--- config.mk ---
export PLATFORM = sky130hd
export DESIGN_NAME = uart_receiver
export DESIGN_NICKNAME = d
export VERILOG_FILES = /design/src/rtl/uart_receiver.sv
export SDC_FILE = /design/constraint.sdc
export NUM_CORES = 1
export LEC_CHECK = 0
export BUFFER_PORTS_ARGS = -buffer_cell sky130_fd_sc_hd__clkbuf_2
export CAP_MARGIN = 30
export CORE_ASPECT_RATIO = 0.75
export CORE_MARGIN = 2
export CORE_UTILIZATION = 35
export DETAILED_ROUTE_END_ITERATION = 10
export PLACE_DENSITY_LB_ADDON = 0.12
export SYNTH_ARGS = -nofsm -noshare
export SYNTH_HDL_FRONTEND = slang
export SYNTH_SLANG_ARGS = --single-unit
--- constraint.sdc ---
create_clock -name clk -period 1.9 [get_ports clk]
set_clock_uncertainty 0.15 [all_clocks]
set_input_delay 0.19 -clock clk [delete_from_list [all_inputs] [get_ports clk]]
set_output_delay 0.19 -clock clk [all_outputs]
set_load 0.1 [all_outputs]
--- src/rtl/uart_receiver.sv ---
// 8N1 UART receive stage: synchronised rx, bit-timing FSM, holding storage and sticky error flags.
// Define UART_RX_FIFO_EN to replace the single holding register with a 4-entry FIFO.
module uart_receiver #(
    parameter int unsigned DATA_BITS    = 8,
    parameter int unsigned CLKS_PER_BIT = 52
) (
    input  logic                 clk,
    input  logic                 reset,
    input  logic                 rx,
    input  logic                 rd_en,
    input  logic                 clr_err,
    output logic [DATA_BITS-1:0] rx_data,
    output logic                 rx_valid,
    output logic [2:0]           rx_count,
    output logic                 overrun,
    output logic                 frame_err,
    output logic                 busy
);

    localparam int unsigned CntW = $clog2(CLKS_PER_BIT);
    localparam int unsigned IdxW = $clog2(DATA_BITS + 1);
    localparam logic [CntW-1:0] HalfLast = CntW'(CLKS_PER_BIT / 2 - 1);
    localparam logic [CntW-1:0] BitLast  = CntW'(CLKS_PER_BIT - 1);
    localparam logic [IdxW-1:0] IdxLast  = IdxW'(DATA_BITS - 1);

    typedef enum logic [2:0] {StIdle, StStart, StData, StStop, StWaitIdle} state_e;

    state_e                 state_q, state_d;
    logic [CntW-1:0]        cnt_q, cnt_d;
    logic [IdxW-1:0]        idx_q, idx_d;
    logic [DATA_BITS-1:0]   shift_q, shift_d;
    logic                   rx_meta_q, rx_sync_q;
    logic                   overrun_q, overrun_d, frame_err_q, frame_err_d;
    logic                   push, tick, frame_set, overrun_set;

    always_comb begin
        state_d   = state_q;
        idx_d     = idx_q;
        shift_d   = shift_q;
        push      = 1'b0;
        tick      = 1'b0;
        frame_set = 1'b0;
        unique case (state_q)
            StIdle:  if (!rx_sync_q) state_d = StStart;
            StStart: if (cnt_q == HalfLast) state_d = rx_sync_q ? StIdle : StData;
            StData: begin
                if (cnt_q == BitLast) begin
                    tick    = 1'b1;
                    shift_d = {rx_sync_q, shift_q[DATA_BITS-1:1]};
                    idx_d   = idx_q + IdxW'(1);
                    if (idx_q == IdxLast) begin
                        idx_d   = '0;
                        state_d = StStop;
                    end
                end
            end
            StStop: begin
                if (cnt_q == BitLast) begin
                    if (rx_sync_q) begin
                        push    = 1'b1;
                        state_d = StIdle;
                    end else begin
                        frame_set = 1'b1;
                        state_d   = StWaitIdle;
                    end
                end
            end
            StWaitIdle: if (rx_sync_q) state_d = StIdle;
            default: state_d = StIdle;
        endcase
        // Restart the bit timer on every state entry and after each data sample.
        cnt_d = (state_d != state_q || tick) ? '0 : cnt_q + CntW'(1);
    end

    always_comb begin
        overrun_d   = clr_err ? 1'b0 : overrun_q;
        frame_err_d = clr_err ? 1'b0 : frame_err_q;
        if (overrun_set) overrun_d = 1'b1;
        if (frame_set) frame_err_d = 1'b1;
    end

    always_ff @(posedge clk or posedge reset) begin
        if (reset) begin
            state_q     <= StIdle;
            cnt_q       <= '0;
            idx_q       <= '0;
            shift_q     <= '0;
            rx_meta_q   <= 1'b1;
            rx_sync_q   <= 1'b1;
            overrun_q   <= 1'b0;
            frame_err_q <= 1'b0;
        end else begin
            state_q     <= state_d;
            cnt_q       <= cnt_d;
            idx_q       <= idx_d;
            shift_q     <= shift_d;
            rx_meta_q   <= rx;
            rx_sync_q   <= rx_meta_q;
            overrun_q   <= overrun_d;
            frame_err_q <= frame_err_d;
        end
    end

`ifdef UART_RX_FIFO_EN
    logic [DATA_BITS-1:0] mem_q [4];
    logic [DATA_BITS-1:0] mem_d [4];
    logic [1:0]           wptr_q, wptr_d, rptr_q, rptr_d;
    logic [2:0]           fcnt_q, fcnt_d;
    logic                 pop, wr, full;

    always_comb begin
        full        = (fcnt_q == 3'd4);
        pop         = rd_en && (fcnt_q != 3'd0);
        // A simultaneous pop frees the head slot, so a full FIFO can still accept.
        wr          = push && (!full || pop);
        overrun_set = push && full && !pop;
        mem_d       = mem_q;
        if (wr) mem_d[wptr_q] = shift_q;
        wptr_d = wr ? wptr_q + 2'd1 : wptr_q;
        rptr_d = pop ? rptr_q + 2'd1 : rptr_q;
        fcnt_d = fcnt_q;
        if (wr && !pop) fcnt_d = fcnt_q + 3'd1;
        if (!wr && pop) fcnt_d = fcnt_q - 3'd1;
    end

    always_ff @(posedge clk or posedge reset) begin
        if (reset) begin
            mem_q  <= '{default: '0};
            wptr_q <= '0;
            rptr_q <= '0;
            fcnt_q <= '0;
        end else begin
            mem_q  <= mem_d;
            wptr_q <= wptr_d;
            rptr_q <= rptr_d;
            fcnt_q <= fcnt_d;
        end
    end

    assign rx_data  = mem_q[rptr_q];
    assign rx_valid = (fcnt_q != 3'd0);
    assign rx_count = fcnt_q;
`else
    logic [DATA_BITS-1:0] hold_q, hold_d;
    logic                 valid_q, valid_d;

    always_comb begin
        hold_d      = hold_q;
        valid_d     = valid_q;
        overrun_set = 1'b0;
        if (push) begin
            if (!valid_q || rd_en) begin
                hold_d  = shift_q;
                valid_d = 1'b1;
            end else begin
                overrun_set = 1'b1;
            end
        end else if (rd_en && valid_q) begin
            valid_d = 1'b0;
        end
    end

    always_ff @(posedge clk or posedge reset) begin
        if (reset) begin
            hold_q  <= '0;
            valid_q <= 1'b0;
        end else begin
            hold_q  <= hold_d;
            valid_q <= valid_d;
        end
    end

    assign rx_data  = hold_q;
    assign rx_valid = valid_q;
    assign rx_count = {2'b00, valid_q};
`endif

    assign overrun   = overrun_q;
    assign frame_err = frame_err_q;
    assign busy      = (state_q != StIdle);

endmodule

# After elaboration in Yosys (flattened, before gate mapping)

Cells that the tools add are included.
Widths: inputs -> output; s select.

Add/subtract/negate cells: 2
Equal/unequal tests: 9
Mux-type cells: 27
Reductions and logical operators: 12

Operators with widths:

| operator            | number |
|---|---|
| $mux 3              | 7 |
| $mux 1              | 16 |
| $pmux 3 s5          | 1 |
| $add 6x1->6 const B | 1 |
| $eq 3x2->1 const B  | 2 |
| $eq 6x5->1 const B  | 1 |
| $eq 6x6->1 const B  | 1 |
| $mux 6              | 1 |
| $reduce_and 2->1    | 3 |
| $reduce_bool 2->1   | 3 |
| $add 4x1->4 const B | 1 |
| $eq 4x3->1 const B  | 1 |
| $mux 4              | 1 |
| $eq 3x1->1 const B  | 1 |
| $eq 3x3->1 const B  | 1 |
| $logic_not 3->1     | 1 |
| $ne 3x3->1          | 1 |
| $reduce_bool 3->1   | 1 |
| $logic_or 1x1->1    | 2 |
| $mux 2              | 1 |
| $ne 2x1->1 const B  | 1 |
| $logic_and 1x1->1   | 1 |
| $logic_not 1->1     | 1 |

Bits in registers: 34
Input bits: 5
Output and inout bits: 15
Word-level logic and storage cells: 60

# Longest topological paths before layout

Gate-level depths: netlist (run 1).

Depth after elaboration: 7
Mapped depth: 6
Depth with buffers taken out: 5

# Least setup slack after synthesis (run 1)

OpenSTA, ideal clock, no wires.

Kind: reg-to-reg
Start: register valid_q, in the netlist rx_valid
End: register hold_q[0], in the netlist rx_data[0]
Library setup time: 0.126 ns
Arrival time: 1.736 ns
Required time: 1.624 ns
Path slack: -0.112 ns
Cell stages (with the launch flop): 4
Buffers on the path: 0
Period minus slack after synthesis: 2.012 ns
Cells stage by stage: dfrtp_1 -> nand2b_1 -> nand3_1 -> mux2_2

Cells in the longest elaborated chain, start to end: 3

Ends and longest elaborated chain:

| element                           | line | text |
|---|---|---|
| start, declared                   | 145  | `logic valid_q, valid_d;` |
| start signal, assigned            | 169  | `valid_q <= valid_d;` |
| $logic_not 1->1                   | 152  | `if (!valid_q \|\| rd_en) begin` |
| $logic_or 1x1->1                  | 152  |  |
| $reduce_and 2->1 (no source line) | --   |  |
| end signal, assigned              | 168  | `hold_q <= hold_d;` |
| end, declared                     | 144  | `logic [DATA_BITS-1:0] hold_q, hold_d;` |

Every way passes these cells.
A chain may end at the register's enable or synchronous reset.

# Worst setup path after layout (run 1)

Start: register state_q[0]
End: output busy

Cells in the longest elaborated chain, start to end: 1

Ends and longest elaborated chain:

| element                | line | text |
|---|---|---|
| start, declared        | 28   | `state_e state_q, state_d;` |
| start signal, assigned | 84   | `state_q <= StIdle;` |
| start signal, assigned | 93   | `state_q <= state_d;` |
| $reduce_bool 3->1      | 180  | `assign busy = (state_q != StIdle);` |
| end, declared          | 17   | `output logic busy` |

Every way passes these cells.

==> impl_metrics.csv, run 1 <==
group,metric,value,unit
status,status,"complete, no violations",
clock_tree,cts.clk_slew.worst_paths,70,ps
min_path,hp-class,"in2reg",
sta,min_period,1860,ps
critical_path,cp-startpoint,"state_q[0]$_DFF_PP0_",
synth,synthArstFlopShare,100,%
power,powerDensity,852,nW/um^2
critical_path,required,1560,ps
critical_path,cp_top_family,"flip-flops",
route,wl_per_cell,12.4,um
floorplan,core,4390,um^2
sta,fmax,0.538,GHz
floorplan,ios,20,
route,drc,0,
clock_tree,cts_tree,"yes",
clock_tree,cts_buffer_depth,2,
critical_path,reg2reg_depth,5,
placement,dp_slack,34.0,ps
clock_tree,cts_root_buffer,"clkbuf_8",
min_path,min_from,"clr_err",
finish,n_antenna_cell,0,
critical_path,crit_path_end,"busy",
sta,relSlewSlack,64.2,%
synth,synth_cell_type_count,37,
power,ir_drop,284,uV
sta,tightestPinTransition,539,ps
route,dr.pass1.iters,4,
synth,ys_seq_area_share,54.2,%
finish,final_nets,192,
route,routed-via-count,1158,
synth,ys.flop_type,"dfrtp_1",
critical_path,cp_max_fo,7,
synth,yosys.cell_count.top_type,"nand2_1",
critical_path,cp.arrival,1520,ps
floorplan,die_area,5060,um^2
synth,synth_area_leader_cell,"dfrtp_1",
synth,avgSynthCellArea,10.6,um^2
sta,rsz0062_at_grt,"true",
synth,synth-edff-count,0,
sta,drv_slew,0,
synth,ys_ff_latch,34,
placement,io_buffers,17,
critical_path,r2r-end,"idx_q[3]$_DFFE_PP0P_",
clock_tree,cts_made_buffers,5,
critical_path,worst_setup_path_end_kind,"output port",
clock_tree,htree_levels,2,
critical_path,cp_num_buf_inv,2,
global_route,grt_pass1_wl,5.51,mm
route,vias_per_cell,4.79,
sta,setup_viol,0,
global_route,track_usage,14.2,%
route,routed_wl,3.01,mm
floorplan,initial_core_util,35.9,%
critical_path,path_depth,3,
route,antenna_left,0,
finish,fin_util,44.0,%
power,p_total,1.65,mW
synth,yosysTopAreaCellShare,50.8,%
critical_path,slowest_delay,470,ps
placement,dp.cells,231,
synth,synth_common_cells,"nand2_1 (33), dfrtp_1 (32), mux2_2 (8), nor3_1 (8), inv_1 (6)",
critical_path,startpoint_type,"flip-flop",
clock_tree,clock_latency,290,ps
finish,drive_above_1_share,31.4,%
route,drt_iter0_drc,51,
placement,dp_hpwl,2.16,mm
floorplan,std_cell_rows,21,
global_route,overflow,0,
power,leakage,1.00,nW
placement,gp_congestion,0.765,
sta,setup_slack,42.7,ps
synth,synthCells,149,
floorplan,die_w,81.5,um
global_route,antenna_found_initial,0,
critical_path,critical-path-top-cell-by-count,"buf_4",
finish,area.growth.synth_to_final,22.6,%
sta,fin_crit_sh,97.8,%
sta,finalHoldViolCount,0,
synth,synth_warnings,0,
finish,final_cells,242,
synth,synth_area,1580,um^2
synth,synthTopCellsByArea,"dfrtp_1 (51%), nand2_1 (7.9%), mux2_2 (5.7%)",
critical_path,reg2reg_slack,70,ps
global_route,grt_max_degree,35,
critical_path,rr_startpoint,"cnt_q[1]$_DFF_PP0_",
floorplan,fp.dieH,62.1,um
critical_path,slowest_stage,"dfrtp_1",
critical_path,path_cells,"buf_4, or3_1, buf_4",
global_route,grt_pass1_vias,1122,
critical_path,crit_type,"reg2out",
clock_tree,cts.sinks,34,
run,maxCapViolCount,0,
==> per-stage QoR <==
stage | hold slack (ps) | setup TNS (ps) | area, um^2
detailed placement | 130 | 0 | 1820
global route | 31.0 | -27.0 | 1930
floorplan | 44.5 | 0 | 1590
finish | 25.7 | 0 | 1930
global placement | 130 | 0 | 1820
CTS | 24.4 | 0 | 1920
==> routing by layer <==
layer	vias to the layer above	global-route usage (%)	routed length, um
met1	546	21.8	1620
met2	26	18.6	1180
met4	0	5.72	53
met5	-	0	0
li1	579	-	-
met3	7	3.92	158
==> flip-flops by register name (all words and copies together) (netlist names) <==
name       count
rx_meta_q      1
shift_q        8
overrun        1
rx_sync_q      1
idx_q          4
state_q        3
rx_data        8
frame_err      1
cnt_q          6
rx_valid       1
==> timing repair <==
item	CTS	global route
gates resized for setup	1	1
buffers inserted	0	1
setup endpoints to repair	1	5
hold buffers	2	0
hold endpoints to repair	33	0
==> worst min-delay path: stages <==
cell	delay (ps)
clkbuf_2	80
inv_1	40
o2bb2ai_1	110
==> layout by cell type, fill, tap and decap left out, types with 2 or more instances in the layout <==
cell type / count
or4_1: 2
or3_1: 2
clkbuf_2: 16
buf_4: 17
clkbuf_8: 5
nor3_1: 8
nand3_1: 4
dlygate4sd3_1: 2
nor2_1: 4
dfstp_2: 2
a21oi_1: 5
mux2_2: 8
nand2_1: 33
xnor2_1: 4
o21ai_0: 3
nand2b_1: 3
o2bb2ai_1: 2
a211oi_1: 2
conb_1: 2
dfrtp_1: 31
clkinv_2: 2
inv_1: 6
a311oi_1: 2
ha_1: 2
==> how the worst min path moves through the flow <==
stage	slack (ps)	depth (start not counted)	to
CTS	20	3	overrun$_DFFE_PP0P_
finish	30	3	overrun$_DFFE_PP0P_
global placement	130	3	rx_data[1]$_DFFE_PP0P_
detailed placement	130	1	rx_meta_q$_DFF_PP1_
global route	30	3	overrun$_DFFE_PP0P_
floorplan	40	0	rx_meta_q$_DFF_PP1_
==> cells by family after synthesis <==
group / synth area share (%)
simple gates: 23.4
flops: 54.2
compound gates: 7.23
buf+inv: 4.13
mux: 5.72
xor+xnor: 2.78
fa+ha+maj: 2.38
other cells: 0.238
==> power breakdown <==
group,switching [mW],internal (mW),leakage [nW],total [mW]
Clock,0.258,0.254,0.0450,0.512
Sequential,0.0410,0.766,0.455,0.807
Combinational,0.172,0.156,0.503,0.328
==> final cells by class <==
class	count	area, um^2
clock buffers	6	72.6
clock inverters	2	10.0
fillers	427	2460
inverters	6	22.5
multi-input cells	102	673
flip-flops and latches	34	855
well taps	57	71.3
repair buffers	35	228
Note: power is estimated with default switching activity, not from simulation.
==> run 2: changes to the inputs <==
--- a/config.mk
+++ b/config.mk
@@ -8,7 +8,6 @@
 export BUFFER_PORTS_ARGS = -buffer_cell sky130_fd_sc_hd__clkbuf_2
 export CAP_MARGIN = 30
 export CORE_ASPECT_RATIO = 0.75
-export CORE_MARGIN = 2
 export CORE_UTILIZATION = 35
 export DETAILED_ROUTE_END_ITERATION = 10
 export PLACE_DENSITY_LB_ADDON = 0.12
==> impl_metrics.csv, run 2 (synthesis results as in run 1) <==
group,metric,value,unit
critical_path,slowest_stage,"or4_4",
route,drc,0,
sta,min_period,1870,ps
global_route,grt_pass1_wl,5.53,mm
route,wl_met1,1.76,mm
clock_tree,cts.sinks,34,
global_route,grt_pass1_vias,1130,
critical_path,worst_setup_path_end_kind,"flip-flop",
min_path,hp-class,"in2reg",
power,powerDensity,857,nW/um^2
power,clockPowerShare,32.6,%
power,combinationalPowerShare,20.5,%
critical_path,required,1970,ps
clock_tree,htree_levels,2,
finish,drive_above_1_share,34.0,%
critical_path,path_depth,5,
clock_tree,cts_buffer_depth,2,
route,routed_wl,3.26,mm
critical_path,cp_max_fo,5,
route,vias_per_cell,4.79,
sta,drv_slew,0,
critical_path,rr_startpoint,"cnt_q[0]$_DFF_PP0_",
finish,final_nets,195,
critical_path,r2r-end,"idx_q[3]$_DFFE_PP0P_",
critical_path,crit_type,"reg2reg",
critical_path,cp-startpoint,"cnt_q[0]$_DFF_PP0_",
power,internal_power,1.22,mW
power,ir_drop,342,uV
clock_tree,clock_latency,280,ps
floorplan,initial_core_util,37.7,%
clock_tree,cts_tree,"yes",
clock_tree,cts.clk_slew.worst_paths,70,ps
route,antenna_left,0,
sta,fmax,0.535,GHz
route,routed-via-count,1165,
power,sw_frac_of_total,28.7,%
critical_path,reg2reg_depth,5,
critical_path,cp_top_family,"simple AND/OR/NAND/NOR gates",
floorplan,die_area,4780,um^2
route,drt_iter0_drc,124,
route,wl_per_cell,13.4,um
power,p_seq_share,46.9,%
power,p_sw,0.489,mW
critical_path,slowest_delay,520,ps
finish,final_cells,243,
floorplan,core,4180,um^2
global_route,track_usage,15.6,%
placement,dp_hpwl,2.31,mm
sta,relSlewSlack,63.7,%
global_route,antenna_found_initial,0,
critical_path,reg2reg_slack,30,ps
clock_tree,cts_made_buffers,5,
global_route,overflow,0,
sta,tightestPinTransition,547,ps
sta,whs,21.6,ps
floorplan,std_cell_rows,20,
critical_path,startpoint_type,"flip-flop",
critical_path,crit_path_end,"idx_q[3]$_DFFE_PP0P_",
floorplan,ios,20,
finish,fillers,388,
clock_tree,cts_root_buffer,"clkbuf_8",
finish,n_antenna_cell,0,
sta,finalHoldViolCount,0,
placement,io_buffers,17,
route,dr.pass1.iters,4,
finish,area.growth.synth_to_final,26.4,%
power,leakage,1.03,nW
route,met3_length,151,um
sta,fin_crit_sh,98.5,%
placement,gp_congestion,0.902,
route,wl_met2,1.33,mm
sta,setup_viol,0,
floorplan,die_w,79.5,um
finish,fin_util,47.7,%
floorplan,fp.dieH,60.1,um
global_route,grt_max_degree,35,
critical_path,critical-path-top-cell-by-count,"or4_4",
status,status,"complete, no violations",
finish,final_common_cell,"nand2_1",
critical_path,cp.arrival,1940,ps
finish,final_cell_mix,"nand2_1 (33), dfrtp_1 (31), buf_4 (18)",
critical_path,path_cells,"ha_4, nand4b_4, or4_4, or4_4, nand2_1",
route,routed.top_layer,"met4",
placement,dp.cells,230,
run,maxCapViolCount,0,
sta,rsz0062_at_grt,"true",
critical_path,cp_num_buf_inv,0,
[run 2: how the worst min path moves through the flow]
stage	start	endpoint	slack, ps	cells after the start
finish	clr_err	overrun$_DFFE_PP0P_	20	3
global route	clr_err	overrun$_DFFE_PP0P_	40	3
detailed placement	rx	rx_meta_q$_DFF_PP1_	130	1
global placement	reset	overrun$_DFFE_PP0P_	130	3
floorplan	rx	rx_meta_q$_DFF_PP1_	40	0
CTS	clr_err	overrun$_DFFE_PP0P_	20	3
[run 2: area by class of cell]
| class | count | area (um^2) | share of cell area [%] |
|---|---|---|---|
| flip-flops and latches | 34 | 855 | 42.9 |
| repair buffers | 38 | 262 | 13.1 |
| inverters | 6 | 22.5 | 1.13 |
| multi-input cells | 102 | 689 | 34.6 |
| well taps | 55 | 68.8 | 3.45 |
| clock buffers | 6 | 82.6 | 4.15 |
| clock inverters | 2 | 12.5 | 0.628 |
[run 2: through the flow]
step | total power, mW | setup WS (ps) | setup TNS [ps] | cell area, um^2
2_1_floorplan | 1.03 | 33.3 | 0 | 1590
3_3_place_gp | 1.13 | 50.3 | 0 | 1820
3_5_place_dp | 1.14 | 7.81 | 0 | 1820
4_1_cts | 1.72 | 18.0 | 0 | 1960
5_1_grt | 1.80 | -46.2 | -47.5 | 1990
6_report | 1.71 | 29.2 | 0 | 1990
[run 2: per-layer routing]
metal / vias to the layer above / GRT usage, %
met5: - / 0
met4: 0 / 5.45
met3: 2 / 4.58
met2: 30 / 21.4
met1: 548 / 23.0
li1: 585 / -
[run 2: worst register-to-register path, stage by stage, from the launching register on]
cell	delay, ps
dfrtp_1	390
ha_4	160
nand4b_4	100
or4_4	520
or4_4	420
nand2_1	70
[run 2: power by group through the flow]
stage | clock network [mW] | logic, mW | registers, mW
2_1_floorplan | 0 | 0.207 | 0.824
3_3_place_gp | 0 | 0.314 | 0.814
3_5_place_dp | 0 | 0.319 | 0.817
4_1_cts | 0.578 | 0.344 | 0.801
5_1_grt | 0.609 | 0.386 | 0.807
6_report | 0.556 | 0.349 | 0.801
[run 2: timing repair]
| item | in CTS | in global routing |
|---|---|---|
| setup endpoints to repair | 2 | 5 |
| hold endpoints to repair | 33 | 0 |
| pin swaps | 0 | 3 |
| setup buffers | 1 | 2 |
| hold buffers | 2 | 0 |
| resized for setup | 2 | 5 |
==> run 3: changes to the inputs <==
--- a/config.mk
+++ b/config.mk
@@ -10,7 +10,7 @@
 export CORE_ASPECT_RATIO = 0.75
 export CORE_UTILIZATION = 35
 export DETAILED_ROUTE_END_ITERATION = 10
-export PLACE_DENSITY_LB_ADDON = 0.12
+export PLACE_DENSITY_LB_ADDON = 0.1
 export SYNTH_ARGS = -nofsm -noshare
 export SYNTH_HDL_FRONTEND = slang
 export SYNTH_SLANG_ARGS = --single-unit
==> constraint.sdc (replaced) <==
create_clock -name clk -period 1.8 [get_ports clk]
set_clock_uncertainty 0.15 [all_clocks]
set_input_delay 0.18 -clock clk [delete_from_list [all_inputs] [get_ports clk]]
set_output_delay 0.18 -clock clk [all_outputs]
set_load 0.1 [all_outputs]
==> impl_metrics.csv, run 3 (synthesis results as in run 1) <==
group,metric,value,unit
finish,drive_above_1_share,41.2,%
sta,tightestPinTransition,542,ps
min_path,whs_path_depth,3,
clock_tree,clock_latency,280,ps
sta,relSlewSlack,64.0,%
clock_tree,cts.sinks,34,
finish,area.growth.synth_to_final,35.4,%
global_route,grt_max_degree,35,
placement,dp_slack,-73.4,ps
finish,final_nets,201,
power,sw_frac_of_total,26.7,%
min_path,min_from,"clr_err",
power,p_sw,0.542,mW
sta,finalHoldViolCount,0,
finish,fillers,395,
floorplan,core,4180,um^2
clock_tree,htree_levels,2,
global_route,overflow,0,
critical_path,r2r-end,"idx_q[3]$_DFFE_PP0P_",
placement,gp_congestion,0.845,
floorplan,die_w,79.5,um
route,vias_per_cell,4.78,
clock_tree,cts_made_buffers,5,
floorplan,die_area,4780,um^2
clock_tree,cts_root_buffer,"clkbuf_8",
sta,min_period,1800,ps
power,internal_power,1.49,mW
global_route,antenna_found_initial,0,
sta,fin_crit_sh,99.7,%
clock_tree,cts_tree,"yes",
placement,dp_hpwl,2.21,mm
sta,fmax,0.557,GHz
power,powerDensity,951,nW/um^2
sta,tns,0,ps
sta,setup_slack,4.86,ps
global_route,track_usage,15.1,%
placement,io_buffers,17,
route,dr.pass1.iters,4,
global_route,grt_pass1_wl,5.26,mm
critical_path,cp.arrival,1870,ps
finish,multiInputGateArea,759,um^2
finish,final_cell_mix,"nand2_1 (33), dfrtp_1 (31), buf_4 (24)",
power,clockPowerShare,35.2,%
critical_path,startpoint_type,"flip-flop",
finish,regArea,855,um^2
status,status,"complete, no violations",
route,routed_wl,3.22,mm
clock_tree,cts_buffer_depth,2,
sta,setup_viol,0,
sta,drv_slew,0,
route,routed-via-count,1190,
critical_path,reg2reg_slack,5,ps
route,wl_per_cell,12.9,um
min_path,hold_end,"overrun$_DFFE_PP0P_",
floorplan,initial_core_util,37.7,%
route,drc,0,
critical_path,required,1870,ps
power,leakage,1.09,nW
finish,stdcell_area,2130,um^2
critical_path,reg2reg_depth,5,
floorplan,ios,20,
placement,place_area,1870,um^2
critical_path,cp_max_fo,4,
global_route,grt_pass1_vias,1129,
route,drt_iter0_drc,83,
critical_path,cp-startpoint,"cnt_q[0]$_DFF_PP0_",
run,maxCapViolCount,0,
power,combinationalPowerShare,23.0,%
floorplan,fp.dieH,60.1,um
critical_path,worst_setup_path_end_kind,"flip-flop",
critical_path,crit_type,"reg2reg",
route,antenna_left,0,
power,ir_drop,426,uV
critical_path,rr_startpoint,"cnt_q[0]$_DFF_PP0_",
sta,rsz0062_at_grt,"true",
finish,n_antenna_cell,0,
clock_tree,cts.clk_slew.worst_paths,60,ps
min_path,hp-class,"in2reg",
floorplan,std_cell_rows,20,
power,p_seq_share,41.9,%
finish,final_common_cell,"nand2_1",
-- run 3: per-stage QoR --
step	total power, mW	cells	hold slack, ps	util [%]
2_1_floorplan	1.09	150	34.5	-
3_3_place_gp	1.21	233	121	44.7
3_5_place_dp	1.23	233	119	44.7
4_1_cts	1.99	247	36.0	49.1
5_1_grt	2.13	249	45.9	51.0
6_report	2.03	249	35.7	51.0
-- run 3: final cells by class --
cell class | instances | area share, %
Sequential cell | 34 | 40.1
Tap cell | 55 | 3.23
Multi-Input combinational cell | 102 | 35.6
Clock inverter | 1 | 1.41
Timing Repair Buffer | 44 | 14.6
Clock buffer | 7 | 4.05
Inverter | 6 | 1.06
-- run 3: repair_timing --
action                                  CTS  global route
setup buffers                             4             2
gates resized for setup                   3            14
pin swaps                                 2             3
hold endpoints to repair                 33             0
endpoints found under the setup margin   11            17
hold buffers                              2             0
-- run 3: worst max path at each step --
stage	slack (ps)	cells past startpoint	endpoint
after detailed placement	-70	6	rx_data[0]$_DFFE_PP0P_
after global routing	-90	5	idx_q[3]$_DFFE_PP0P_
after floorplan	-60	5	idx_q[3]$_DFFE_PP0P_
final	5	5	idx_q[3]$_DFFE_PP0P_
after CTS	-0.1	5	idx_q[3]$_DFFE_PP0P_
after global placement	-10	6	rx_data[0]$_DFFE_PP0P_
-- run 3: per-layer routing --
metal | wire [um] | up-vias | GRT usage, %
met2 | 1370 | 23 | 21.9
met5 | 0 | - | 0
met4 | 36 | 0 | 6.23
met1 | 1690 | 567 | 20.7
li1 | - | 596 | -
met3 | 130 | 4 | 5.04
-- run 3: power by group through the flow --
stage / registers [mW] / clock network (mW) / logic (mW)
after global routing: 0.855 / 0.766 / 0.504
after detailed placement: 0.870 / 0 / 0.360
final: 0.850 / 0.714 / 0.466
after global placement: 0.868 / 0 / 0.345
after CTS: 0.850 / 0.734 / 0.402
after floorplan: 0.870 / 0 / 0.219
-- run 3: critical path, cell delays in order, from the launching register on --
cell,delay (ps)
dfrtp_1,390
ha_4,160
nand4b_4,90
or4_4,450
or4_4,420
nand2_1,60
